## config.mk

```make
export PLATFORM = sky130hd
export DESIGN_NAME = cdc_xfer_arbiter
export DESIGN_NICKNAME = d
export VERILOG_FILES = /design/src/rtl/cdc_xfer_arbiter_pkg.sv /design/src/rtl/cdc_xfer_arbiter_rr.sv /design/src/rtl/sync_wire.sv /design/src/rtl/cdc_xfer_arbiter.sv
export SDC_FILE = /design/constraint.sdc
export NUM_CORES = 1
export LEC_CHECK = 0
export ABC_AREA = 0
export CAP_MARGIN = 15
export CORE_UTILIZATION = 31
export CTS_CLUSTER_DIAMETER = 60
export CTS_CLUSTER_SIZE = 40
export DETAILED_ROUTE_END_ITERATION = 8
export GPL_ROUTABILITY_DRIVEN = 0
export PLACE_DENSITY_LB_ADDON = 0.3
export SLEW_MARGIN = 20
export SYNTH_ARGS = -nofsm -noshare
export SYNTH_HDL_FRONTEND = slang
export SYNTH_SLANG_ARGS = --single-unit
```

## constraint.sdc

```tcl
create_clock -name clk -period 3.6 [get_ports clk]
set_clock_uncertainty 0.05 [all_clocks]
set_input_delay 0.54 -clock clk [delete_from_list [all_inputs] [get_ports clk]]
set_output_delay 0.54 -clock clk [all_outputs]
set_load 0.01 [all_outputs]
```

## src/rtl/cdc_xfer_arbiter_pkg.sv

```systemverilog
// cdc_xfer_arbiter_pkg: shared synchronizer depth and transfer FSM encoding
package cdc_xfer_arbiter_pkg;
  localparam int DEFAULT_NSYNC = 2;
  typedef enum logic [1:0] {IDLE = 2'd0, SEND = 2'd1, WAIT = 2'd2} state_t;
endpackage

```

## src/rtl/cdc_xfer_arbiter_rr.sv

```systemverilog
// rr_arbiter_nreq: round-robin winner search starting just after the last grant
module rr_arbiter_nreq #(
  parameter int NREQ = 4
) (
  input  logic [NREQ-1:0]         req,
  input  logic [$clog2(NREQ)-1:0] last,
  output logic [$clog2(NREQ)-1:0] winner,
  output logic                    valid
);
  localparam int IW = $clog2(NREQ);
  logic [IW-1:0] idx;
  always_comb begin
    winner = '0;
    valid = 1'b0;
    idx = '0;
    for (int k = NREQ; k >= 1; k--) begin
      idx = IW'((int'(last) + k) % NREQ);
      if (req[idx]) begin
        winner = idx;
        valid = 1'b1;
      end
    end
  end
endmodule

```

## src/rtl/sync_wire.sv

```systemverilog
// sync_wire: multi-flop synchronizer for asynchronous level/toggle signals
module sync_wire #(
  parameter int NOUT  = 1,
  parameter int NSYNC = 2
) (
  input  logic            clk,
  input  logic            rst_n,
  input  logic [NOUT-1:0] d,
  output logic [NOUT-1:0] q
);
  logic [NSYNC-1:0][NOUT-1:0] ff;
  always_ff @(posedge clk or negedge rst_n)
    if (!rst_n) ff <= '0;
    else ff <= {ff[NSYNC-2:0], d};
  assign q = ff[NSYNC-1];
endmodule

```

## src/rtl/cdc_xfer_arbiter.sv

```systemverilog
// cdc_xfer_arbiter: round-robin sharing of one toggle-handshake CDC channel with timeout recovery
module cdc_xfer_arbiter
  import cdc_xfer_arbiter_pkg::*;
#(
  parameter int NREQ   = 4,
  parameter int DW     = 16,
  parameter int NSYNC  = DEFAULT_NSYNC,
  parameter int TOUT_W = 12
) (
  input  logic               clk,
  input  logic               rst_n,
  input  logic [NREQ-1:0]    req,
  input  logic [NREQ*DW-1:0] data,
  output logic [NREQ-1:0]    grant,
  output logic [NREQ-1:0]    done,
  output logic [DW-1:0]      xfer_data,
  output logic               xfer_tgl,
  input  logic               ack_tgl_async,
  output logic               busy,
  output logic               tout_err
);
  localparam int IW = $clog2(NREQ);
  state_t state;
  logic [IW-1:0] rr_last, winner;
  logic valid, ack_s;
  logic [TOUT_W-1:0] cnt;
  sync_wire #(.NOUT(1), .NSYNC(NSYNC)) u_sync (
    .clk   (clk),
    .rst_n (rst_n),
    .d     (ack_tgl_async),
    .q     (ack_s)
  );
  rr_arbiter_nreq #(.NREQ(NREQ)) u_arb (
    .req    (req),
    .last   (rr_last),
    .winner (winner),
    .valid  (valid)
  );
  assign busy = state != IDLE;
  always_ff @(posedge clk or negedge rst_n)
    if (!rst_n) begin
      state <= IDLE;
      grant <= '0;
      done <= '0;
      xfer_data <= '0;
      xfer_tgl <= 1'b0;
      tout_err <= 1'b0;
      cnt <= '0;
      rr_last <= IW'(NREQ - 1);
    end else begin
      done <= '0;
      tout_err <= 1'b0;
      case (state)
        IDLE:
          if (valid && ack_s == xfer_tgl) begin
            grant <= NREQ'(1) << winner;
            xfer_data <= data[winner*DW +: DW];
            rr_last <= winner;
            state <= SEND;
          end
        SEND: begin
          xfer_tgl <= ~xfer_tgl;
          cnt <= '0;
          state <= WAIT;
        end
        WAIT: begin
          cnt <= cnt + 1'b1;
          if (ack_s == xfer_tgl) begin
            done <= grant;
            grant <= '0;
            state <= IDLE;
          end else if (&cnt) begin
            tout_err <= 1'b1;
            grant <= '0;
            state <= IDLE;
          end
        end
        default: state <= IDLE;
      endcase
    end
endmodule
```

==> qor.yml <==
die:
  die_height_um: 92.3
  core.rowCount: 32
  initial_core_util: 0.324
  die_x_um: 92.3
  core_area_um2: 7810
  die_area_um2: 8530
  num_io_pins: 98
route:
  drt_iter0_markers: 169
  drtAntennaViolNets: 0
  wl_per_cell_um: 14.6
  drc: 0
  vias_per_cell: 5.02
  wl_mm: 6.75
  vias: 2328
  first_pass_iters: 5
global_route:
  grt_first_pass_wirelength_mm: 10.5
  grt_max_degree: 45
  grt-ovfl-total: 0
  grtUsageTotal: 0.156
  use_met2: 0.258
  antenna_found_initial: 0
  grt_pass1_vias: 2153
  top_usage_layer: "met2"
  grtUsageMet1: 0.203
  use_met3: 0.0353
placement:
  placed_cells: 456
  port_buffers: 97
  dp_hpwl_mm: 4.98
cells_and_area:
  fin_cells: 464
  nFillCells: 766
  fin_nets: 437
  drive_gt1_frac: 0.0967
  antennaDiodeCount: 0
  area_delta_synth_final_pct: 43.7
logic_synthesis:
  yosys-top-cells-area: "dfrtp_1 (42%), nand2_1 (6.5%), a22oi_1 (5.3%)"
  synthesis.nets: 346
  netlist_area_um2: 2530
  ys_types: 43
  ys_warn_count: 0
  synth_seq_area_share: 0.436
  avgSynthCellArea_um2: 9.37
  synth_top_area_cell: "dfrtp_1"
  synth-edff-count: 0
  syn_inst: 270
  yosysTopAreaCellShare: 0.415
  synth_async_sr_flop_share: 1.00
  yosys_most_used_dff: "dfrtp_1"
  ys_ff_latch: 44
clock_tree:
  ctsHtreeMaxLevel: 2
  root_buffer: "clkbuf_8"
  postCtsSetupBuffers: 0
  clkLatencyLatePin_ns: 0.29
  cts_resized: 0
  numCtsBuffers: 5
  clk_pin_slew_ns: 0.08
  cts_sinks: 44
  ctsHoldBuffers: 0
  cts_tree: "built"
  clock_path_buffers: 2
timing:
  layout_min_cycle_time_ns: 2.43
  hold_violations: 0
  slew_headroom: 0.391
  tightest_slew_ns: 0.908
  slew_viol_final: 0
  tns_ns: 0
  final.period_utilization: 0.675
  setup_viol: 0
  rsz0062_at_grt: "false"
  max_freq_mhz: 411
setup_path:
  slowest_stage: "nor3_2"
  start_kind: "input pin"
  cp_max_fo: 24
  critPathTopFamily: "buffers and inverters"
  cp.required_ns: 3.75
  crit_path_end_kind: "flip-flop"
  crit_path_max_incr_delay_ns: 0.70
  arrival_ns: 2.59
  worst-path-buf-inv: 2
  worst-setup-path-type: "in2reg"
  critical_path.cell_chain: "clkdlybuf4s50_1 > nor4_1 > nor3_2 > buf_4 > nor2_1 > a31oi_1"
run_status:
  status: "complete, no violations"
power_and_ir_drop:
  powerDensity_nw_per_um2: 643
  ir_worst_vdd_v: 0.000433
  leakage_nw: 1.48
worst_hold_path:
  min_path_type: "in2async"
run:
  maxCapViolCount: 0
==> cell usage after synthesis (all sizes together) (2+ instances only) <==
master	number
a21oi	4
a22o	4
a22oi	18
a31oi	16
and2	5
buf	9
clkbuf	7
dfrtp	42
dfstp	2
ha	5
inv	8
mux2	17
mux2i	3
nand2	44
nand2b	2
nand3	8
nand4	5
nor2	25
nor2b	3
nor3	6
nor4	2
o211a	2
o21a	2
o21ai	15
xor2	5
==> cells in the final DEF, fill, tap and decap left out, types with 7 or more instances in the layout <==
| cell | n |
|---|---|
| a22oi_1 | 18 |
| a31oi_1 | 16 |
| clkdlybuf4s50_1 | 96 |
| dfrtp_1 | 42 |
| inv_1 | 8 |
| mux2_2 | 10 |
| mux2_4 | 7 |
| nand2_1 | 44 |
| nand3_1 | 8 |
| nor2_1 | 25 |
| o21ai_0 | 13 |
==> per-stage QoR <==
stage	instance area (um2)	hold WS [ns]	power [W]	worst slack (ns)	utilization
2_1_floorplan	2530	0.194	0.00158	1.60	-
3_3_place_gp	3550	0.288	0.00203	0.920	0.455
3_5_place_dp	3550	0.292	0.00206	0.846	0.455
4_1_cts	3630	0.311	0.00235	1.17	0.465
5_1_grt	3630	0.227	0.00251	1.02	0.466
6_report	3630	0.175	0.00234	1.17	0.466
==> worst paths after layout <==
kind                       depth (start not counted)  slack, ns              startpoint                       end
min reg2reg                                        0       0.31  u_sync.ff[0]$_DFF_PN0_        u_sync.q$_DFF_PN0_
min in group clk                                   0       0.31  u_sync.ff[0]$_DFF_PN0_        u_sync.q$_DFF_PN0_
min                                                1       0.18                   rst_n       cnt[11]$_DFFE_PN0P_
max reg2reg                                        7       1.26    state[0]$_DFFE_PN0P_  xfer_data[7]$_DFFE_PN0P_
max in group asynchronous                          1       2.93                   rst_n    rr_last[0]$_DFFE_PN1P_
max                                                6       1.17                  req[1]  xfer_data[7]$_DFFE_PN0P_
==> per-layer routing <==
layer / wire length (um) / vias up / share of wire
met2: 3280 / 83 / 0.49
met4: 104 / 0 / 0.015
li1: - / 1140 / -
met5: 0 / - / 0
met3: 352 / 7 / 0.052
met1: 3010 / 1098 / 0.45
==> final cells by class <==
| cell class | count | area (um2) | share of cell area |
|---|---|---|---|
| sequential | 44 | 1100 | 0.304 |
| clock inverter | 1 | 5.00 | 0.00138 |
| multi-input combinational | 201 | 1300 | 0.357 |
| tap | 102 | 128 | 0.0351 |
| clock buffer | 7 | 76.3 | 0.0210 |
| timing repair buffer | 100 | 991 | 0.273 |
| inverter | 9 | 33.8 | 0.00929 |
==> sequential cells by signal (all words and copies together) (netlist names) <==
name       cells
state          2
xfer_data     16
done           4
cnt           12
u_sync.q       1
grant          4
rr_last        2
tout_err       1
xfer_tgl       1
u_sync.ff      1
==> power breakdown <==
part	internal (W)	switching, W
Combinational	0.000621	0.000651
Sequential	0.000656	0.000110
Clock	0.000136	0.000164
==> cells by family (layout without fill, tap and decap cells) <==
| family | count (synthesis) | in the layout | share of synthesized area |
|---|---|---|---|
| DFF | 44 | 44 | 0.436 |
| and+or+nand+nor | 104 | 104 | 0.190 |
| muxes | 20 | 20 | 0.0979 |
| buffers and inverters | 25 | 117 | 0.0529 |
| adders and majority gates | 5 | 5 | 0.0247 |
| xor gates and xnor gates | 6 | 6 | 0.0208 |
| AOI/OAI and AO/OA | 66 | 66 | 0.177 |
Power figures use the tool's default switching activity.
==> patch, RTL diff (same flow settings) <==
Change the package constant `DEFAULT_NSYNC` from 2 to 4.
--- a/src/rtl/cdc_xfer_arbiter_pkg.sv
+++ b/src/rtl/cdc_xfer_arbiter_pkg.sv
@@ -1,6 +1,6 @@
 // cdc_xfer_arbiter_pkg: shared synchronizer depth and transfer FSM encoding
 package cdc_xfer_arbiter_pkg;
-  localparam int DEFAULT_NSYNC = 2;
+  localparam int DEFAULT_NSYNC = 4;
   typedef enum logic [1:0] {IDLE = 2'd0, SEND = 2'd1, WAIT = 2'd2} state_t;
 endpackage
 
Check against the original RTL: not equivalent (Yosys sat finds a counterexample within 4 cycles, from zero or initial values and one cycle with rst_n low).
==> patch against the original RTL <==
- count of clock-buffer cells in the layout decreased by 2
- utilization increased by 0.88 points
- register-to-register slack improved by 210 ps
- clock power increased by 55%
- critical path depth decreased by 2
- global-route usage decreased by 0.19 points
- worst hold slack improved by 10 ps
- wire length decreased by 1.6%
- critical path type is now reg -> out
- synthesized area increased by 2.0%
- power increased by 7.8%
- cell area increased by 2.9%
- sequential cell count increased by 2
- setup slack improved by 55 ps
==> patch: results (changes against the original RTL) <==
The flow ran to the end, and the final reports show no timing, DRC or antenna violations. Insertion delay of the later-clocked pin in the worst-skew pair: 310 ps (+20 ps). The run gives 439 (+0.46%) as the net total in the final layout. The count of cell types in the netlist was 43 (unchanged); the data arrival time of the critical path was 1790 ps (-800 ps). The detailed-placement wirelength estimate is 4810 um (-3.3%), and the number of DRC markers after the initial detailed-route iteration is 110 (-35%). The path depth of the worst reg2reg path came out at 7 (unchanged). The final wirelength came out at 6650 um (-1.6%).

The logs give 1470 ps (+210 ps) for the worst-case register-to-register setup slack and 10400 um (-0.99%) for the global-route wire length before repair. The highest ir drop seen on vdd is 399 uV (-7.8%), and the initial antenna violation count is 0 (unchanged). The logs give 2285 (-1.8%) for the detailed-route via count and 0.155 (-0.00186) for the global router's overall resource usage. The async set or reset register ratio after synthesis is 1.00 (unchanged). The detailed-routing iteration count for the pre-antenna-repair pass was 4 (-1); the switching fraction of total power was 0.375 (-0.0211). The number of input and output port buffers inserted came out at 97 (unchanged). The total negative slack is 0 ps (unchanged), and the pin count of the biggest net entering global routing is 47 (+4.4%).

The post-synth net total came out at 348 (+0.58%). Number of global-route vias before repair: 2115 (-1.8%). Number of CTS-inserted buffers: 5 (unchanged). The largest fanout on the critical path came out at 7 (-71%).

The share of cells above drive strength 1 is 0.102 (+0.00496), and the number of H-tree levels is 2 (unchanged). End of the worst register-to-register path: cnt[11]$_DFFE_PN0P_. The run gives 185 ps (+9.99 ps) as the worst hold margin. The Yosys warning count was 0 (unchanged).

CTS placed an instance of sky130_fd_sc_hd__clkbuf_8 at the clock tree root. The startpoint identified for the worst register-to-register timing path is state[0]$_DFFE_PN0P_. The total setup buffers inserted after CTS is 0 (unchanged). The run gives 0 (unchanged) as the total of cells resized after clock tree synthesis. The clock-pin slew reported for the worst setup and hold paths after clock tree synthesis is 100 ps (+20 ps). The tools report the number of diodes as 0 (unchanged). For the deepest clock path buffer count, the log shows 2 (unchanged).

The type of the most critical hold path was in -> async. By area the synthesized netlist is led by sky130_fd_sc_hd__dfrtp_1 (43%), sky130_fd_sc_hd__nand2_1 (6.4%), sky130_fd_sc_hd__a22oi_1 (5.2%). The layout filler cell count is 769 (+0.39%). For the relative slew slack, the log shows 0.546 (+0.155). Leakage component of the power: 1.53 nW (+3.3%). Sequential-to-total area share from yosys stat: 0.447 (+0.0109). In the synthesized netlist, the cells that appear most often are sky130_fd_sc_hd__dfrtp_1 (44), sky130_fd_sc_hd__nand2_1 (44), sky130_fd_sc_hd__nor2_1 (25), sky130_fd_sc_hd__a22oi_1 (18), sky130_fd_sc_hd__a31oi_1 (16).

The largest registers in the layout are xfer_data: 16 flops, cnt: 12 flops. The most used flip-flop cell after synthesis is sky130_fd_sc_hd__dfrtp_1.
-- patch: worst max-delay path by stage --
stage	end	from	cells after the start	slack, ps
global route	busy	state[0]$_DFFE_PN0P_	4	1150
detailed placement	xfer_data[7]$_DFFE_PN0P_	req[3]	7	990
CTS	busy	state[0]$_DFFE_PN0P_	4	1220
global placement	state[1]$_DFFE_PN0P_	req[1]	5	1020
floorplan	xfer_data[10]$_DFFE_PN0P_	req[3]	6	1600
finish	busy	state[0]$_DFFE_PN0P_	4	1220
-- patch: metrics by stage --
| stage | instance area, um2 | util | setup slack, ps | std cells |
|---|---|---|---|---|
| final | 3740 | 0.474 | 1220 | 466 |
| after CTS | 3740 | 0.474 | 1220 | 466 |
| after global routing | 3740 | 0.474 | 1150 | 466 |
| after detailed placement | 3600 | 0.457 | 992 | 458 |
| after global placement | 3600 | 0.457 | 1020 | 458 |
| after floorplan | 2580 | - | 1600 | 272 |
-- patch: power groups by stage --
| stage | registers, mW | logic [mW] | clock network, mW |
|---|---|---|---|
| 2_1_floorplan | 0.836 | 0.765 | 0 |
| 3_3_place_gp | 0.791 | 1.26 | 0 |
| 3_5_place_dp | 0.795 | 1.29 | 0 |
| 4_1_cts | 0.785 | 1.29 | 0.476 |
| 5_1_grt | 0.804 | 1.39 | 0.502 |
| 6_report | 0.783 | 1.27 | 0.466 |
-- patch: cell families after synthesis --
kind of cell	synth area share
and+or+nand+nor	0.187
AOI/OAI and AO/OA	0.174
DFF	0.447
buffers and inverters	0.0519
muxes	0.0960
xor gates and xnor gates	0.0204
adders and majority gates	0.0242
-- patch: critical path, stage by stage (launching register included) --
cell,delay [ps]
sky130_fd_sc_hd__dfrtp_1,400
sky130_fd_sc_hd__inv_1,90
sky130_fd_sc_hd__ha_1,210
sky130_fd_sc_hd__inv_1,200
sky130_fd_sc_hd__clkdlybuf4s50_1,590
-- patch: per-layer routing --
metal / routed length (um) / GRT usage / vias to the layer above
met5: 0 / 0 / -
met4: 117 / 0.0615 / 0
met3: 239 / 0.0285 / 8
met2: 3240 / 0.244 / 56
met1: 3050 / 0.208 / 1071
li1: - / - / 1150
-- patch: area by class of cell --
cell class / instances / area share
Clock buffer: 5 / 0.0184
Inverter: 9 / 0.00903
Multi-Input combinational cell: 201 / 0.347
Tap cell: 102 / 0.0341
Clock inverter: 3 / 0.0184
Timing Repair Buffer: 100 / 0.265
Sequential cell: 46 / 0.308
